==> src/rtl/counter_modn.sv <==
// Modulo-N up/down counter with synchronous load, combinational terminal count (tc)
// for same-cycle cascading, and a registered wrap pulse (co).
// Optional BCD outputs are enabled by defining COUNTER_MODN_BCD_EN.
module counter_modn #(
  parameter int unsigned MODULUS = 60,
  parameter int unsigned WIDTH   = 6
) (
  input  logic             clk,
  input  logic             ncr,
  input  logic             en,
  input  logic             up,
  input  logic             ld,
  input  logic [WIDTH-1:0] din,
  output logic [WIDTH-1:0] out,
  output logic             tc,
  output logic             co
`ifdef COUNTER_MODN_BCD_EN
  ,
  output logic [3:0]       bcd_tens,
  output logic [3:0]       bcd_ones
`endif
);

  localparam longint unsigned Span   = 64'd1 << WIDTH;
  localparam logic [WIDTH-1:0] MaxVal = WIDTH'(MODULUS - 1);
  localparam logic [WIDTH-1:0] One    = WIDTH'(1);

  if ((MODULUS < 2) || (MODULUS > 256) || (Span < 64'(MODULUS))) begin : g_param_err
    $error("counter_modn: MODULUS must be 2..256 and fit in WIDTH bits");
  end

  logic [WIDTH-1:0] out_q, out_d;
  logic             co_q, co_d;
  logic [WIDTH-1:0] load_val;

  // Out-of-range load values saturate at the top of the count range.
  assign load_val = (din > MaxVal) ? MaxVal : din;

`ifdef COUNTER_MODN_BCD_EN
  if (MODULUS > 100) begin : g_bcd_param_err
    $error("counter_modn: BCD outputs require MODULUS <= 100");
  end

  logic [3:0] tens_q, tens_d;
  logic [3:0] ones_q, ones_d;

  function automatic logic [7:0] to_bcd(input logic [WIDTH-1:0] val);
    int unsigned v;
    v = 32'(val);
    return {4'(v / 10), 4'(v % 10)};
  endfunction
`endif

  // Next-state: load beats count; wraps use explicit compares, never natural overflow.
  always_comb begin
    out_d = out_q;
    co_d  = 1'b0;
`ifdef COUNTER_MODN_BCD_EN
    tens_d = tens_q;
    ones_d = ones_q;
`endif
    if (ld) begin
      out_d = load_val;
`ifdef COUNTER_MODN_BCD_EN
      {tens_d, ones_d} = to_bcd(load_val);
`endif
    end else if (en) begin
      if (out_q > MaxVal) begin
        // Only reachable through corruption; recover to zero.
        out_d = '0;
`ifdef COUNTER_MODN_BCD_EN
        tens_d = 4'd0;
        ones_d = 4'd0;
`endif
      end else if (up) begin
        if (out_q == MaxVal) begin
          out_d = '0;
          co_d  = 1'b1;
`ifdef COUNTER_MODN_BCD_EN
          tens_d = 4'd0;
          ones_d = 4'd0;
`endif
        end else begin
          out_d = out_q + One;
`ifdef COUNTER_MODN_BCD_EN
          if (ones_q == 4'd9) begin
            ones_d = 4'd0;
            tens_d = tens_q + 4'd1;
          end else begin
            ones_d = ones_q + 4'd1;
          end
`endif
        end
      end else begin
        if (out_q == '0) begin
          out_d = MaxVal;
          co_d  = 1'b1;
`ifdef COUNTER_MODN_BCD_EN
          {tens_d, ones_d} = to_bcd(MaxVal);
`endif
        end else begin
          out_d = out_q - One;
`ifdef COUNTER_MODN_BCD_EN
          if (ones_q == 4'd0) begin
            ones_d = 4'd9;
            tens_d = tens_q - 4'd1;
          end else begin
            ones_d = ones_q - 4'd1;
          end
`endif
        end
      end
    end
  end

  // State registers with asynchronous clear.
  always_ff @(posedge clk or negedge ncr) begin
    if (!ncr) begin
      out_q <= '0;
      co_q  <= 1'b0;
`ifdef COUNTER_MODN_BCD_EN
      tens_q <= 4'd0;
      ones_q <= 4'd0;
`endif
    end else begin
      out_q <= out_d;
      co_q  <= co_d;
`ifdef COUNTER_MODN_BCD_EN
      tens_q <= tens_d;
      ones_q <= ones_d;
`endif
    end
  end

  assign out = out_q;
  assign co  = co_q;
  // Zero-latency terminal count so the next stage steps on the same edge.
  assign tc  = en & (up ? (out_q == MaxVal) : (out_q == '0));

`ifdef COUNTER_MODN_BCD_EN
  assign bcd_tens = tens_q;
  assign bcd_ones = ones_q;
`endif

endmodule
==> config.mk <==
export PLATFORM = sky130hd
export DESIGN_NAME = counter_modn
export DESIGN_NICKNAME = d
export VERILOG_FILES = /design/src/rtl/counter_modn.sv
export SDC_FILE = /design/constraint.sdc
export NUM_CORES = 1
export LEC_CHECK = 0
export BUFFER_PORTS_ARGS = -buffer_cell sky130_fd_sc_hd__buf_2
export CORE_UTILIZATION = 51
export CTS_CLUSTER_DIAMETER = 150
export DETAILED_ROUTE_END_ITERATION = 12
export GPL_ROUTABILITY_DRIVEN = 0
export GPL_TIMING_DRIVEN = 0
export PLACE_DENSITY = 0.87
export SYNTH_ARGS = -nofsm -noshare
export SYNTH_HDL_FRONTEND = slang
export SYNTH_SLANG_ARGS = --single-unit
==> constraint.sdc <==
create_clock -name clk -period 1.92 [get_ports clk]
set_input_delay 0.192 -clock clk [delete_from_list [all_inputs] [get_ports clk]]
set_output_delay 0.192 -clock clk [all_outputs]
set_load 0.02 [all_outputs]
==> impl_metrics.json, run 1 <==
{
  "outcome": "complete, no violations",
  "die_w_um": 40.3,
  "syn_area_sq_um": 747,
  "path_clk_slew_ps": 60,
  "diodes": 0,
  "drc": 0,
  "slowest_stage": "dfrtp_2",
  "ys_ff_latch": 7,
  "viasPerCell": 6.48,
  "max_cap_viol_count": 0,
  "rsz0062_at_grt": "no",
  "synth_cell_type_count": 40,
  "clock-sinks": 7,
  "synth_top_cell_by_area": "dfrtp_1",
  "drtIter0Drc": 39,
  "synth.avg_cell_area_sq_um": 8.59,
  "ant_nets": 0,
  "synth_compound_area_frac": 0.320,
  "num-nets-final": 126,
  "synth_edf_count": 0,
  "synth_fp_nets": 101,
  "dpl.hpwl_mm": 1.51,
  "drv_slew": 0,
  "grt.total_usage": 0.322,
  "grt_max_degree": 11,
  "clock-skew-final_ps": 6.39,
  "ys.flop_type": "dfrtp_1",
  "clk_latency_ps": 250,
  "synth_area_leaders": "dfrtp_1 (23%), buf_6 (6.0%), ha_1 (5.0%)",
  "overflow": 0,
  "htree_levels": 1,
  "yosys_warnings": 0,
  "io_buffers": 17,
  "path_class": "register to primary output",
  "core_area_sq_mm": 0.00133,
  "fill_cells": 112,
  "period_minus_slack_ps": 1830,
  "start_util": 0.560,
  "row_count": 13,
  "path_max_fanout": 4,
  "grt_pass1_wl_mm": 3.42,
  "synthCells": 87,
  "dpl_cell_area_sq_um": 851,
  "fin_area_sq_um": 932,
  "required_ps": 1730,
  "synthXorXnorAreaFrac": 0.0117,
  "crit_path_max_incr_delay_ps": 420,
  "cp-end-kind": "primary output",
  "dr.pass1.iters": 5,
  "die_y_um": 40.3,
  "setup_tns_ps": 0,
  "final-setup-viol-count": 0,
  "synth_top_area_frac": 0.235,
  "vias": 817,
  "fmax_mhz": 546,
  "cts_root_buffer": "clkbuf_4",
  "synth-adder-area-share": 0.0503,
  "timing.final.hold_violations": 0,
  "synth.area.mux_share": 0,
  "crit_chain": "inv_2 > ha_4 > nor3b_4 > nand2_2 > nor2_2 > o21a_1 > buf_2",
  "critPathLaunchType": "register",
  "antenna_found_initial": 0,
  "synth_seq_area_share": 0.235,
  "first_global_vias": 746,
  "synthToLayoutAreaGrowth_pct": 24.8,
  "die_area_sq_mm": 0.00162,
  "yosys.area_share.simple": 0.273,
  "synth-async-reset-ratio": 1.00,
  "drive_above_1_share": 0.378,
  "cts_made_buffers": 3,
  "worstMarginPinSlew_ps": 414,
  "clockBufferDepth": 2,
  "fin_hold_ws_ps": 213,
  "pwr_density_cell_mw_per_mm2": 668,
  "cts_tree": "built",
  "relSlewSlack": 0.724,
  "worst_ep_arrival_time_ps": 1640,
  "wl_per_cell_um": 16.9,
  "synth_top_family_by_area": "compound AO/OA/AOI/OAI gates",
  "r2r_slack_ps": 300,
  "power_leakage_nw": 0.414,
  "hp-class": "input port to register",
  "ios": 19,
  "ir_drop_mv": 0.465,
  "period_share": 0.954,
  "routed_wl_mm": 2.13
}
[flip-flops by register name, indices dropped and copies added, names as in the netlist]
register / flops
out: 6
co: 1
[per-layer routing]
metal | global-route usage | vias up | wire, um
li1 | - | 386 | -
met1 | 0.413 | 389 | 892
met2 | 0.552 | 42 | 1100
met3 | 0.0167 | 0 | 138
met4 | 0.142 | 0 | 0
met5 | 0 | - | 0
[synth_stat cells, drive strengths merged, types with 2 or more instances]
cell type and instances:
dfrtp 7, buf 6, nand2 6, a21oi 5, nand3 5, nor2 5, inv 4, nor3 4
nor3b 4, a31oi 3, ha 3, o21ai 3, o31ai 3, a211oi 2, a21o 2, a221oi 2
a41oi 2, clkbuf 2, nand2b 2, o211a 2, o211ai 2
[report_power, final]
group          switching, W  internal (W)
sequential        0.0000156      0.000164
combinational      0.000178      0.000126
clock             0.0000626     0.0000765
[critical path, delay by kind of cell, from the launching register on]
family	cells	cell delay, ps
buf+inv	2	260
compound gates	1	130
simple gates	3	430
fa+ha+maj	1	150
flops	1	420
[worst paths after layout]
check / from / endpoint / cells after the start
max reg2reg: out[0] / out[0] / 6
max in group asynchronous: ncr / out[1] / 2
min: din[1] / out[1] / 3
min in group asynchronous: ncr / out[5] / 2
min reg2reg: out[1] / out[1] / 3
max: out[0] / tc / 7
[kinds of logic after synthesis]
group | Yosys count
simple gates | 32
buf+inv | 12
compound gates | 32
flops | 7
xor+xnor | 1
fa+ha+maj | 3
[area by class of cell]
cell class | instances | area (sq um) | area share
Tap cell | 15 | 18.8 | 0.0201
Inverter | 4 | 15.0 | 0.0161
Clock buffer | 3 | 22.5 | 0.0242
Timing Repair Buffer | 20 | 110 | 0.118
Multi-Input combinational cell | 68 | 515 | 0.553
Buffer | 8 | 67.6 | 0.0725
Sequential cell | 7 | 178 | 0.191
Clock inverter | 1 | 5.00 | 0.00537
[cells in the final DEF, fill, tap and decap left out, types with 2 or more instances in the layout]
master	count
a21o_1	2
buf_4	4
dfrtp_2	2
nand3_1	4
a31oi_1	3
nand2_1	5
o211a_1	2
inv_1	2
nor2_1	4
a211oi_1	2
inv_2	2
o21ai_0	3
buf_2	17
o31ai_1	2
a221oi_1	2
a41oi_1	2
a21oi_1	5
nor3_1	2
nand2b_1	2
buf_6	4
o211ai_1	2
clkbuf_1	2
clkbuf_4	3
nor3b_1	3
dfrtp_1	5
[timing repair]
| action | 4_1_cts | 5_1_grt |
|---|---|---|
| endpoints found under the hold margin | 7 | 0 |
| endpoints found under the setup margin | 1 | 1 |
| setup buffers | 2 | 0 |
| hold buffers | 1 | 0 |
| resized for setup | 4 | 6 |
[per-stage QoR]
step           utilization  power (W)  instances  setup slack, ps
5_1_grt              0.699   0.000656        126             22.9
2_1_floorplan            -   0.000377         87              179
3_5_place_dp         0.638   0.000452        119              127
4_1_cts              0.684   0.000609        126             20.5
3_3_place_gp         0.638   0.000441        119              162
6_report             0.699   0.000622        126             88.3
Note: power is estimated with default switching activity, not from simulation.
==> run 2: changes to the inputs <==
ABC_AREA = 1   (was default)
==> impl_metrics.json, run 2 <==
{
  "path_max_fanout": 5,
  "post_cts_buffers": 0,
  "syn_area_sq_um": 768,
  "ir_drop_mv": 0.374,
  "final_cell_mix": "nand2_1 (37), buf_2 (18), inv_1 (14), nand3_1 (12), nor2_1 (9)",
  "die_w_um": 40.8,
  "yosys.area_share.simple": 0.456,
  "io_buffers": 17,
  "drive_above_1_share": 0.317,
  "dp.cells": 149,
  "critPathLaunchType": "register",
  "period_share": 0.915,
  "multiInputGateArea_sq_um": 488,
  "fmax_mhz": 569,
  "drc": 0,
  "fin_ws_ps": 163,
  "ant_nets": 0,
  "worst_ep_arrival_time_ps": 1560,
  "start_util": 0.569,
  "synthToLayoutAreaGrowth_pct": 18.9,
  "cts_root_buffer": "clkbuf_4",
  "hp-class": "input port to register",
  "num-nets-final": 154,
  "pre_cts_ws_ps": 329,
  "yosys_warnings": 0,
  "synth_top_cell_by_area": "dfrtp_1",
  "setup_tns_ps": 0,
  "diodes": 0,
  "vias": 795,
  "cts_tree": "built",
  "synth_top_family_by_area": "simple AND/OR/NAND/NOR gates",
  "drv_slew": 0,
  "ys.flop_type": "dfrtp_1",
  "dr.pass1.iters": 4,
  "cts_made_buffers": 3,
  "worstMarginPinSlew_ps": 261,
  "first_global_vias": 654,
  "synthCells": 117,
  "synthXorXnorAreaFrac": 0.0228,
  "die_area_sq_mm": 0.00167,
  "clockBufferDepth": 2,
  "core_area_sq_mm": 0.00135,
  "period_minus_slack_ps": 1760,
  "overflow": 0,
  "rsz0062_at_grt": "no",
  "largest_reg_flops": 6,
  "synth_seq_area_share": 0.228,
  "outcome": "complete, no violations",
  "clk_latency_ps": 260,
  "synth.avg_cell_area_sq_um": 6.57,
  "final_common_cell": "nand2_1",
  "crit_path_max_incr_delay_ps": 440,
  "grt.total_usage": 0.262,
  "synth_top_area_frac": 0.228,
  "dpl.hpwl_mm": 1.44,
  "seqCellArea_sq_um": 178,
  "synth_fp_nets": 131,
  "synth-adder-area-share": 0.0489,
  "row_count": 13,
  "synth_cell_type_count": 24,
  "relSlewSlack": 0.826,
  "synth_area_leaders": "dfrtp_1 (23%), nand2_1 (18%), nand3_1 (7.8%)",
  "ys_ff_latch": 7,
  "cp-end-kind": "primary output",
  "viasPerCell": 5.16,
  "ios": 19,
  "clock-skew-final_ps": 1.44,
  "synth.area.mux_share": 0,
  "synth_most_common_cell": "nand2_1",
  "stdcell_count": 154,
  "final_core_util": 0.677,
  "clock-sinks": 7,
  "path_clk_slew_ps": 50,
  "slowest_stage": "dfrtp_2",
  "grt_max_degree": 10,
  "pwr_density_cell_mw_per_mm2": 705,
  "synth-async-reset-ratio": 1.00,
  "antenna_found_initial": 0,
  "fill_cells": 131,
  "required_ps": 1730,
  "die_y_um": 40.8,
  "htree_levels": 1,
  "crit_chain": "ha_2 > nand3_4 > nor2_2 > nor2_1 > nor2_1 > nand2_1 > inv_1 > buf_2",
  "wl_per_cell_um": 12.0,
  "critPathMostFrequentCell": "nor2_1",
  "power_leakage_nw": 0.509,
  "synth_edf_count": 0,
  "final-setup-viol-count": 0,
  "drtIter0Drc": 19,
  "timing.final.hold_violations": 0,
  "grt_pass1_wl_mm": 2.76,
  "synth_compound_area_frac": 0.104,
  "max_cap_viol_count": 0,
  "routed_wl_mm": 1.85,
  "path_class": "register to primary output",
  "synth_common_cells": "nand2_1 (37), inv_1 (14), nand3_1 (12)"
}
run 2: cell count changes after synthesis, moves of 3 or more:
cell | before | now
a21oi_1 | 5 | 0
a22oi_1 | 0 | 3
a31oi_1 | 3 | 0
inv_1 | 4 | 14
nand2_1 | 6 | 37
nand2_2 | 0 | 3
nand3_1 | 4 | 12
nor2_1 | 5 | 9
nor2_2 | 0 | 4
nor3b_1 | 3 | 0
o21ai_1 | 0 | 3
run 2: worst paths after layout:
path	startpoint	to	slack (ps)	cells after the start
min in group asynchronous	ncr	out[4]	300	2
worst max register to register	out[0]	out[4]	520	9
worst max-delay path	out[1]	tc	160	8
worst min register to register	out[0]	out[0]	610	2
max in group asynchronous	ncr	out[1]	1460	2
worst min-delay path	din[4]	out[4]	200	3
run 2: metrics by stage:
step	total power, W	hold WS, ps	cell area [sq um]
2_1_floorplan	0.000425	-104	768
3_3_place_gp	0.000493	28.5	872
3_5_place_dp	0.000504	33.0	872
4_1_cts	0.000648	189	908
5_1_grt	0.000700	210	913
6_report	0.000644	196	913
run 2: where the power goes:
| group | switching (W) | total, W | internal, W |
|---|---|---|---|
| registers | 0.0000275 | 0.000195 | 0.000168 |
| clock network | 0.0000569 | 0.000136 | 0.0000795 |
| logic | 0.000194 | 0.000312 | 0.000117 |
| total | 0.000279 | 0.000644 | 0.000365 |
run 2: cell families (layout without fill, tap and decap cells):
| family | Yosys count | count (layout) |
|---|---|---|
| buf+inv | 21 | 43 |
| simple gates | 72 | 72 |
| compound gates | 12 | 12 |
| xor+xnor | 2 | 2 |
| flops | 7 | 7 |
| fa+ha+maj | 3 | 3 |
run 2: timing repair:
action / in CTS / in global routing
resized for setup: 0 / 3
hold buffers: 1 / 0
hold endpoints to repair: 7 / 0
endpoints found under the setup margin: 0 / 1
run 2: critical path, delay by kind of cell (launching register included):
family	cells	cell delay, ps
and+or+nand+nor	5	420
DFF	1	440
buffers and inverters	2	200
adders and majority gates	1	260
run 2: final cells by class:
type / count / share of cell area
Buffer: 4 / 0.0425
Clock buffer: 4 / 0.0288
Inverter: 17 / 0.0753
Multi-Input combinational cell: 89 / 0.534
Sequential cell: 7 / 0.195
Tap cell: 15 / 0.0205
Timing Repair Buffer: 18 / 0.104
run 2: layer usage:
metal	share of wire	vias up	wire length, um	global-route usage
met5	0	-	0	0
met4	0.016	0	30	0.125
met3	0.056	7	103	0.0978
met2	0.48	23	892	0.395
met1	0.45	356	823	0.322
li1	-	409	-	-
